### src/rtl/mem_initiator.sv
// mem_initiator: CPU-side bus initiator for a 32 KiB x 8 asynchronous SRAM.
// Accepts one load/store at a time over a valid/ready handshake and drives
// the RAM address, write request and write data from flops, so the RAM sees
// glitch-free lines. Returns load data (or the echoed store data) over a
// second valid/ready handshake.
//
// Ports:
//   clk, rst        rising-edge clock, asynchronous active-high reset
//   req_valid/ready request handshake (ready only while idle)
//   req_we          1 = store, 0 = load
//   req_addr        byte address (full range legal, used as given)
//   req_wdata       store data
//   rsp_valid/ready response handshake
//   rsp_rdata       load data, or store data echoed back
//   mem_address     RAM address, changes only on request accept
//   mem_wr          RAM write request, high only during WRITE
//   mem_din         RAM write data, changes only on request accept
//   mem_dout        RAM read data (combinational from mem_address)

module mem_initiator #(
    parameter int ADDR_W    = 15,
    parameter int DATA_W    = 8,
    parameter int WR_CYCLES = 3,
    parameter int RD_WAIT   = 2
) (
    input  logic              clk,
    input  logic              rst,
    input  logic              req_valid,
    output logic              req_ready,
    input  logic              req_we,
    input  logic [ADDR_W-1:0] req_addr,
    input  logic [DATA_W-1:0] req_wdata,
    output logic              rsp_valid,
    input  logic              rsp_ready,
    output logic [DATA_W-1:0] rsp_rdata,
    output logic [ADDR_W-1:0] mem_address,
    output logic              mem_wr,
    output logic [DATA_W-1:0] mem_din,
    input  logic [DATA_W-1:0] mem_dout
);

    localparam int CNT_MAX = (WR_CYCLES > RD_WAIT) ? WR_CYCLES : RD_WAIT;
    localparam int CNT_W   = $clog2(CNT_MAX + 1);

    localparam logic [CNT_W-1:0] CNT_WR  = CNT_W'(WR_CYCLES);
    localparam logic [CNT_W-1:0] CNT_RD  = CNT_W'(RD_WAIT);
    localparam logic [CNT_W-1:0] CNT_ONE = CNT_W'(1);

    typedef enum logic [2:0] {
        S_IDLE,
        S_SETUP,
        S_WRITE,
        S_HOLD,
        S_READ,
        S_RESP
    } state_t;

    state_t              r_state;
    state_t              w_state_nxt;

    logic [CNT_W-1:0]    r_cnt;
    logic [CNT_W-1:0]    w_cnt_nxt;

    logic [ADDR_W-1:0]   r_mem_address;
    logic [ADDR_W-1:0]   w_mem_address_nxt;

    logic [DATA_W-1:0]   r_mem_din;
    logic [DATA_W-1:0]   w_mem_din_nxt;

    logic [DATA_W-1:0]   r_rsp_rdata;
    logic [DATA_W-1:0]   w_rsp_rdata_nxt;

    logic                r_mem_wr;
    logic                w_mem_wr_nxt;

    logic                w_accept;

    assign w_accept = req_valid && (r_state == S_IDLE);

    // State register.
    always_ff @(posedge clk or posedge rst) begin
        if (rst) begin
            r_state <= S_IDLE;
        end else begin
            r_state <= w_state_nxt;
        end
    end

    // Datapath registers. mem_wr is a flop whose next value is exactly
    // "next state is WRITE", so it is high for precisely the WRITE cycles
    // and drops asynchronously with rst.
    always_ff @(posedge clk or posedge rst) begin
        if (rst) begin
            r_cnt         <= '0;
            r_mem_address <= '0;
            r_mem_din     <= '0;
            r_rsp_rdata   <= '0;
            r_mem_wr      <= 1'b0;
        end else begin
            r_cnt         <= w_cnt_nxt;
            r_mem_address <= w_mem_address_nxt;
            r_mem_din     <= w_mem_din_nxt;
            r_rsp_rdata   <= w_rsp_rdata_nxt;
            r_mem_wr      <= w_mem_wr_nxt;
        end
    end

    // Next-state and datapath next values.
    always_comb begin
        w_state_nxt       = r_state;
        w_cnt_nxt         = r_cnt;
        w_mem_address_nxt = r_mem_address;
        w_mem_din_nxt     = r_mem_din;
        w_rsp_rdata_nxt   = r_rsp_rdata;
        w_mem_wr_nxt      = 1'b0;

        unique case (r_state)
            S_IDLE: begin
                if (w_accept) begin
                    w_mem_address_nxt = req_addr;
                    if (req_we) begin
                        w_mem_din_nxt   = req_wdata;
                        w_rsp_rdata_nxt = req_wdata;
                        w_state_nxt     = S_SETUP;
                    end else begin
                        w_cnt_nxt   = CNT_RD;
                        w_state_nxt = S_READ;
                    end
                end
            end

            // One quiet cycle so address/data settle before the write edge.
            S_SETUP: begin
                w_cnt_nxt    = CNT_WR;
                w_mem_wr_nxt = 1'b1;
                w_state_nxt  = S_WRITE;
            end

            S_WRITE: begin
                w_cnt_nxt = r_cnt - CNT_ONE;
                if (r_cnt <= CNT_ONE) begin
                    w_state_nxt = S_HOLD;
                end else begin
                    w_mem_wr_nxt = 1'b1;
                end
            end

            // Address/data held one more cycle after mem_wr falls.
            S_HOLD: begin
                w_state_nxt = S_RESP;
            end

            S_READ: begin
                w_cnt_nxt = r_cnt - CNT_ONE;
                if (r_cnt <= CNT_ONE) begin
                    w_rsp_rdata_nxt = mem_dout;
                    w_state_nxt     = S_RESP;
                end
            end

            // Returning to IDLE (not accepting here) keeps a dead cycle
            // between response consumption and the next accept.
            S_RESP: begin
                if (rsp_ready) begin
                    w_state_nxt = S_IDLE;
                end
            end

            default: begin
                w_state_nxt = S_IDLE;
            end
        endcase
    end

    assign req_ready   = (r_state == S_IDLE);
    assign rsp_valid   = (r_state == S_RESP);
    assign rsp_rdata   = r_rsp_rdata;
    assign mem_address = r_mem_address;
    assign mem_din     = r_mem_din;
    assign mem_wr      = r_mem_wr;

endmodule

### config.mk
export PLATFORM = sky130hd
export DESIGN_NAME = mem_initiator
export DESIGN_NICKNAME = d
export VERILOG_FILES = /design/src/rtl/mem_initiator.sv
export SDC_FILE = /design/constraint.sdc
export NUM_CORES = 1
export LEC_CHECK = 0
export CAP_MARGIN = 20
export CORE_AREA = 2 2 52 64
export CTS_CLUSTER_DIAMETER = 80
export DETAILED_ROUTE_END_ITERATION = 7
export DIE_AREA = 0 0 54 66
export DONT_BUFFER_PORTS = 1
export GPL_TIMING_DRIVEN = 0
export HOLD_SLACK_MARGIN = 0.12
export PLACE_DENSITY = 0.74
export SYNTH_ARGS = -nofsm -noshare
export SYNTH_HDL_FRONTEND = slang
export SYNTH_SLANG_ARGS = --single-unit
### constraint.sdc
create_clock -name clk -period 1.96 [get_ports clk]
set_clock_uncertainty 0.15 [all_clocks]
set_input_delay 0.588 -clock clk [delete_from_list [all_inputs] [get_ports clk]]
set_output_delay 0.588 -clock clk [all_outputs]
set_load 0.01 [all_outputs]
==> results.json, run 1 <==
{
  "rsz0062_at_grt": "false",
  "ys_top_cells_by_area": "dfrtp_1 (54%), mux2_4 (9.6%), mux2_2 (7.9%)",
  "cts.sinks": 37,
  "fin_util_pct": 64.48,
  "ys_warn_count": 0,
  "synth.top_cell.area_share_pct": 53.98,
  "endpoint": "rsp_valid",
  "drive_above_1_share_pct": 41.67,
  "grt_max_degree": 21,
  "cpPeakStageDelay_ns": 0.49,
  "synth_area_per_cell_sq_um": 14.18,
  "cts-buffers-inserted": 5,
  "diodes": 0,
  "r2r_slack_ns": 0.10,
  "die_y_um": 66,
  "grt-ovfl-total": 0,
  "netlist_area_sq_mm": 0.001715,
  "ant_nets": 0,
  "first_pass_iters": 4,
  "syn_inst": 121,
  "totalWireLength_mm": 3.469,
  "cap_violations": 0,
  "cp.buffers_inverters": 0,
  "outcome": "completed",
  "worstSetupPathType": "reg -> out",
  "grt.total_usage_pct": 21.52,
  "core_sq_mm": 0.002973,
  "hpwlAfterDp_mm": 2.532,
  "r2r_start": "r_state[2]",
  "r2r_cells": 6,
  "place_area_sq_mm": 0.001788,
  "worstSetupStartpoint": "r_state[1]",
  "vias": 1069,
  "yosys_register_bits": 37,
  "cts-root-buf": "clkbuf_4",
  "antenna_found_initial": 0,
  "avgViaCountPerCell": 6.363,
  "port_buffers": 0,
  "highest_layer": "met4",
  "critPathTopFamily": "flip-flops",
  "tightest_slew_ns": 0.7605,
  "fill_cells": 240,
  "wl_met2_mm": 1.817,
  "die_w_um": 54,
  "ir_worst_vdd_v": 0.001139,
  "first_global_vias": 1148,
  "fmax_mhz": 527.0,
  "regToRegEndpoint": "mem_address[8]",
  "synth_nets": 158,
  "critPathMaxFanout": 9,
  "place_congestion": 0.7733,
  "grt_pass1_wl_mm": 5.402,
  "power_density_mw_per_mm2": 1811,
  "cp_cell_sequence": "nand2b_4, nor2_4",
  "synth_cell_type_count": 35,
  "worst-path-stages": 2,
  "cp-start-kind": "flip-flop",
  "num_rows": 22,
  "area_growth_pct": 11.74,
  "drt_iter0_markers": 21,
  "routedWlPerCell_um": 20.65,
  "period_needed_ns": 1.897,
  "seq_area_sq_um": 928.4,
  "final_net_count": 168,
  "slowest_stage": "dfrtp_2",
  "arrival_ns": 1.16,
  "final_area_sq_mm": 0.001917,
  "period_share_pct": 96.81,
  "slew_violations": 0,
  "leakagePower_nw": 0.8009,
  "start_util_pct": 57.70,
  "clk_latency_ns": 0.34,
  "hold_class": "in -> reg",
  "io_pins": 70,
  "clockBufferDepth": 2,
  "hold_violations": 0,
  "synth.largest_area_cell": "dfrtp_1",
  "die_area_sq_mm": 0.003564,
  "cp.required_ns": 1.22,
  "slew_headroom_pct": 49.24,
  "clk_pin_slew_ns": 0.11,
  "h-tree-depth": 2,
  "wl_met1_mm": 1.310,
  "setup_viol": 0,
  "tritoncts": "built",
  "multi_input_area_sq_um": 726.9,
  "setup-tns-final_ns": 0,
  "cp-end-kind": "primary output",
  "drcViolationCount": 0,
  "synth_seq_area_share_pct": 53.98,
  "dr_wl_met3_um": 273
}
worst min-delay path by stage:
stage	startpoint	endpoint	slack, ns	cells past startpoint
after detailed placement	mem_address[7]	mem_address[7]	0.42	1
after CTS	req_wdata[7]	mem_din[7]	0.22	1
after global placement	r_cnt[1]	r_cnt[1]	0.41	2
final	req_wdata[2]	mem_din[2]	0.23	1
after global routing	req_wdata[2]	mem_din[2]	0.21	1
after floorplan	r_cnt[1]	r_cnt[1]	0.38	2
placed cells by master, fill, tap and decap left out, drive strengths merged:
master / netlist / final
nor4b: 1 / 1
nand2b: 2 / 2
maj3: 1 / 1
a31oi: 1 / 1
dfrtp: 37 / 37
o21a: 1 / 1
bufinv: 0 / 1
inv: 4 / 4
a2111oi: 1 / 1
a21oi: 2 / 2
o21ai: 3 / 3
o311ai: 1 / 1
a2bb2oi: 1 / 1
clkbuf: 2 / 9
dlygate4sd3: 0 / 1
and2: 1 / 1
a221o: 1 / 1
ha: 1 / 1
xnor2: 1 / 1
buf: 6 / 8
mux2: 23 / 23
nor2: 4 / 4
mux2i: 1 / 1
a32oi: 1 / 1
nand2: 2 / 2
nand3: 1 / 1
o221a: 8 / 8
or4: 8 / 8
nor2b: 1 / 1
a21o: 1 / 1
nor3: 1 / 1
a211oi: 1 / 1
nand3b: 1 / 1
nor3b: 1 / 1
kinds of logic after synthesis:
group           count (synthesis)  share of synthesized area, %
xor+xnor                        1                        0.5107
compound gates                 22                         12.11
flops                          37                         53.98
simple gates                   23                         9.337
buf+inv                        12                         4.668
mux                            24                         18.09
fa+ha+maj                       2                         1.313
where the power goes:
group	internal [mW]	total (mW)	switching, mW
combinational	0.745	1.32	0.577
sequential	1.15	1.59	0.444
clock	0.305	0.558	0.254
flip-flops by register name (all words and copies together) (netlist names):
register	count
mem_address	15
r_cnt	2
mem_din	8
mem_wr	1
rsp_rdata	8
r_state	3
final cells by class:
class	instances	area share [%]
buffer	7	3.329
sequential	37	48.43
inverter	4	0.7833
clock buffer	7	2.872
timing repair buffer	4	2.742
tap	36	2.350
clock inverter	1	1.567
multi-input combinational	72	37.92
cells in the mapped netlist (all sizes together):
master and n:
buf 6, a21o 1, nand2b 2, and2 1, dfrtp 37, a21oi 2
nor2 4, nor3 1, xnor2 1, a221o 1, o21ai 3, mux2i 1
nor4b 1, a31oi 1, ha 1, maj3 1, o311ai 1, inv 4
o21a 1, or4 8, mux2 23, a2bb2oi 1, nor3b 1, clkbuf 2
a32oi 1, nand3b 1, nand3 1, nand2 2, a2111oi 1, o221a 8
a211oi 1, nor2b 1
metal layers:
layer	vias up	global-route usage (%)
li1	476	-
met1	540	25.63
met2	47	33.69
met3	6	7.692
met4	0	10.63
met5	-	0
metrics by stage:
stage	total power, mW	setup WS [ns]	cells	hold WS (ns)
after CTS	3.460	0.0008753	167	0.2212
after global routing	3.692	0.007902	168	0.2065
after detailed placement	2.862	0.03288	158	0.4156
final	3.471	0.06255	168	0.2338
after floorplan	2.588	0.2135	121	0.3832
after global placement	2.774	0.07103	157	0.4095
worst register-to-register path, delay by kind of cell, from the launching register on:
kind / cells / cell delay (ns)
buffers and inverters: 3 / 0.43
muxes: 1 / 0.32
and+or+nand+nor: 2 / 0.46
DFF: 1 / 0.39
repair_timing:
action	CTS	global route
pin swaps	0	1
endpoints found under the hold margin	2	0
gates cloned	0	0
resized for setup	7	2
hold buffers	1	0
setup buffers	1	1
endpoints found under the setup margin	1	9
Note: power is estimated with default switching activity, not from simulation.
==> run 2, diff against run 1 <==
--- a/config.mk
+++ b/config.mk
@@ -6,14 +6,14 @@
 export NUM_CORES = 1
 export LEC_CHECK = 0
 export CAP_MARGIN = 20
-export CORE_AREA = 2 2 52 64
+export CORE_AREA = 2 2 54 66
 export CTS_CLUSTER_DIAMETER = 80
 export DETAILED_ROUTE_END_ITERATION = 7
-export DIE_AREA = 0 0 54 66
+export DIE_AREA = 0 0 56 68
 export DONT_BUFFER_PORTS = 1
 export GPL_TIMING_DRIVEN = 0
 export HOLD_SLACK_MARGIN = 0.12
-export PLACE_DENSITY = 0.74
+export PLACE_DENSITY = 0.69
 export SYNTH_ARGS = -nofsm -noshare
 export SYNTH_HDL_FRONTEND = slang
 export SYNTH_SLANG_ARGS = --single-unit
==> run 2 against run 1 <==
  * Sequential cell count did not move
  * Final cell count fell by 0.60%
  * Sequential share of layout area rose by 0.58 points
  * Total power fell by 2.5%
  * Design area fell by 1.2%
  * Routed wire length fell by 3.1%
  * Hold slack got worse by 0.0054 ns
  * Die area rose by 6.8%
  * Register-to-register slack barely moved
  * Via count fell by 0.94%
  * Utilization fell by 5.7 points
  * Sequential power barely moved
  * Critical endpoint unchanged
==> results.json, run 2 (synthesis results as in run 1) <==
{
  "critPathMaxFanout": 19,
  "cpPeakStageDelay_ns": 0.36,
  "cp-start-kind": "flip-flop",
  "critPathTopFamily": "flip-flops",
  "drive_above_1_share_pct": 41.54,
  "slew_headroom_pct": 40.51,
  "setup-tns-final_ns": 0,
  "clk_pin_slew_ns": 0.07,
  "hpwlAfterDp_mm": 2.435,
  "fin_ws_ns": 0.1080,
  "hold_class": "in -> async",
  "die_area_sq_mm": 0.003808,
  "setup_viol": 0,
  "avgViaCountPerCell": 6.341,
  "grt.total_usage_pct": 18.74,
  "place_inst": 159,
  "cp_cell_sequence": "buf_4, inv_1, nor2_4",
  "first_global_vias": 1033,
  "place_ws_ns": 0.04292,
  "diodes": 0,
  "die_w_um": 56,
  "grt-ovfl-total": 0,
  "h-tree-depth": 2,
  "drcViolationCount": 0,
  "cts.sinks": 37,
  "fill_cells": 268,
  "first_pass_iters": 4,
  "finalNonFillerCells": 167,
  "tightest_slew_ns": 0.8913,
  "period_needed_ns": 1.852,
  "area_growth_pct": 10.43,
  "fmax_mhz": 539.9,
  "ir_worst_vdd_v": 0.001020,
  "final_area_sq_mm": 0.001894,
  "seq_area_sq_um": 928.4,
  "outcome": "completed",
  "port_buffers": 0,
  "start_util_pct": 53.22,
  "arrival_ns": 1.11,
  "core_sq_mm": 0.003223,
  "grt_pass1_wl_mm": 5.299,
  "clk_latency_ns": 0.29,
  "clockBufferDepth": 2,
  "final_common_cell": "dfrtp_1",
  "period_share_pct": 94.49,
  "hold_violations": 0,
  "slowest_stage": "dfrtp_2",
  "final_cell_mix": "dfrtp_1 (35), mux2_2 (12), mux2_4 (11)",
  "io_pins": 70,
  "die_y_um": 68,
  "final_net_count": 166,
  "num_rows": 23,
  "power_density_mw_per_mm2": 1787,
  "cp-end-kind": "primary output",
  "cts-buffers-inserted": 5,
  "place_congestion": 0.7989,
  "cp.buffers_inverters": 2,
  "drt_iter0_markers": 36,
  "leakagePower_nw": 0.7899,
  "tritoncts": "built",
  "worstSetupPathType": "reg -> out",
  "ant_nets": 0,
  "place_area_sq_mm": 0.001789,
  "r2r_slack_ns": 0.11,
  "slew_violations": 0,
  "vias": 1059,
  "routedWlPerCell_um": 20.12,
  "p_total_mw": 3.385,
  "largest_reg_flops": 15,
  "cp.required_ns": 1.22,
  "cts-root-buf": "clkbuf_8",
  "rsz0062_at_grt": "false",
  "totalWireLength_mm": 3.360,
  "cap_violations": 0,
  "multi_input_area_sq_um": 726.9,
  "antenna_found_initial": 0,
  "grt_max_degree": 23
}
==> run 2: path summary, 6_finish.rpt <==
kind,from,end,cells past startpoint
hold / removal,rst,r_cnt[0],1
hold reg to reg,mem_address[4],mem_address[4],1
min in group clk,req_wdata[0],mem_din[0],1
setup / recovery,r_state[0],rsp_valid,3
max in group asynchronous,rst,r_state[1],1
setup reg to reg,r_state[2],mem_address[3],6
==> run 2: routing by layer <==
layer | vias to the layer above | global-route usage (%) | wire (um)
li1 | 473 | - | -
met1 | 537 | 20.51 | 1269
met5 | - | 0 | 0
met4 | 0 | 8.036 | 57
met2 | 44 | 31.91 | 1749
met3 | 5 | 8.318 | 284
==> run 2: cell type report <==
class                      instances  share of cell area, %
clock buffer                       6                  3.831
multi-input combinational         72                  38.38
buffer                             7                  3.170
tap                               37                  2.444
sequential                        37                  49.01
timing repair buffer               2                  1.849
inverter                           4                 0.7926
clock inverter                     2                 0.5284
==> run 2: power by group <==
part           internal (mW)  switching [mW]  total (mW)  leakage (nW)
Sequential              1.15           0.430        1.58         0.428
Combinational          0.723           0.577        1.30         0.317
Clock                  0.246           0.259       0.505        0.0450
==> run 2: worst reg2reg max path: stages, from the launching register on <==
cell and delay, ns:
dfrtp_1 0.38, buf_6 0.15, nor3_4 0.27, and2_4 0.19, buf_6 0.11, buf_6 0.17
mux2_4 0.31
==> run 2: what timing repair did <==
item	in CTS	in global routing
pin swaps	0	1
setup buffers	1	0
resized for setup	5	3
endpoints found under the setup margin	1	9
hold buffers	0	0
==> run 2: through the flow <==
| step | utilization [%] | hold slack [ns] |
|---|---|---|
| after floorplan | - | 0.3832 |
| after global placement | 54.66 | 0.4039 |
| after detailed placement | 55.51 | 0.4143 |
| after CTS | 58.62 | 0.2456 |
| after global routing | 58.77 | 0.2752 |
| final | 58.77 | 0.2285 |
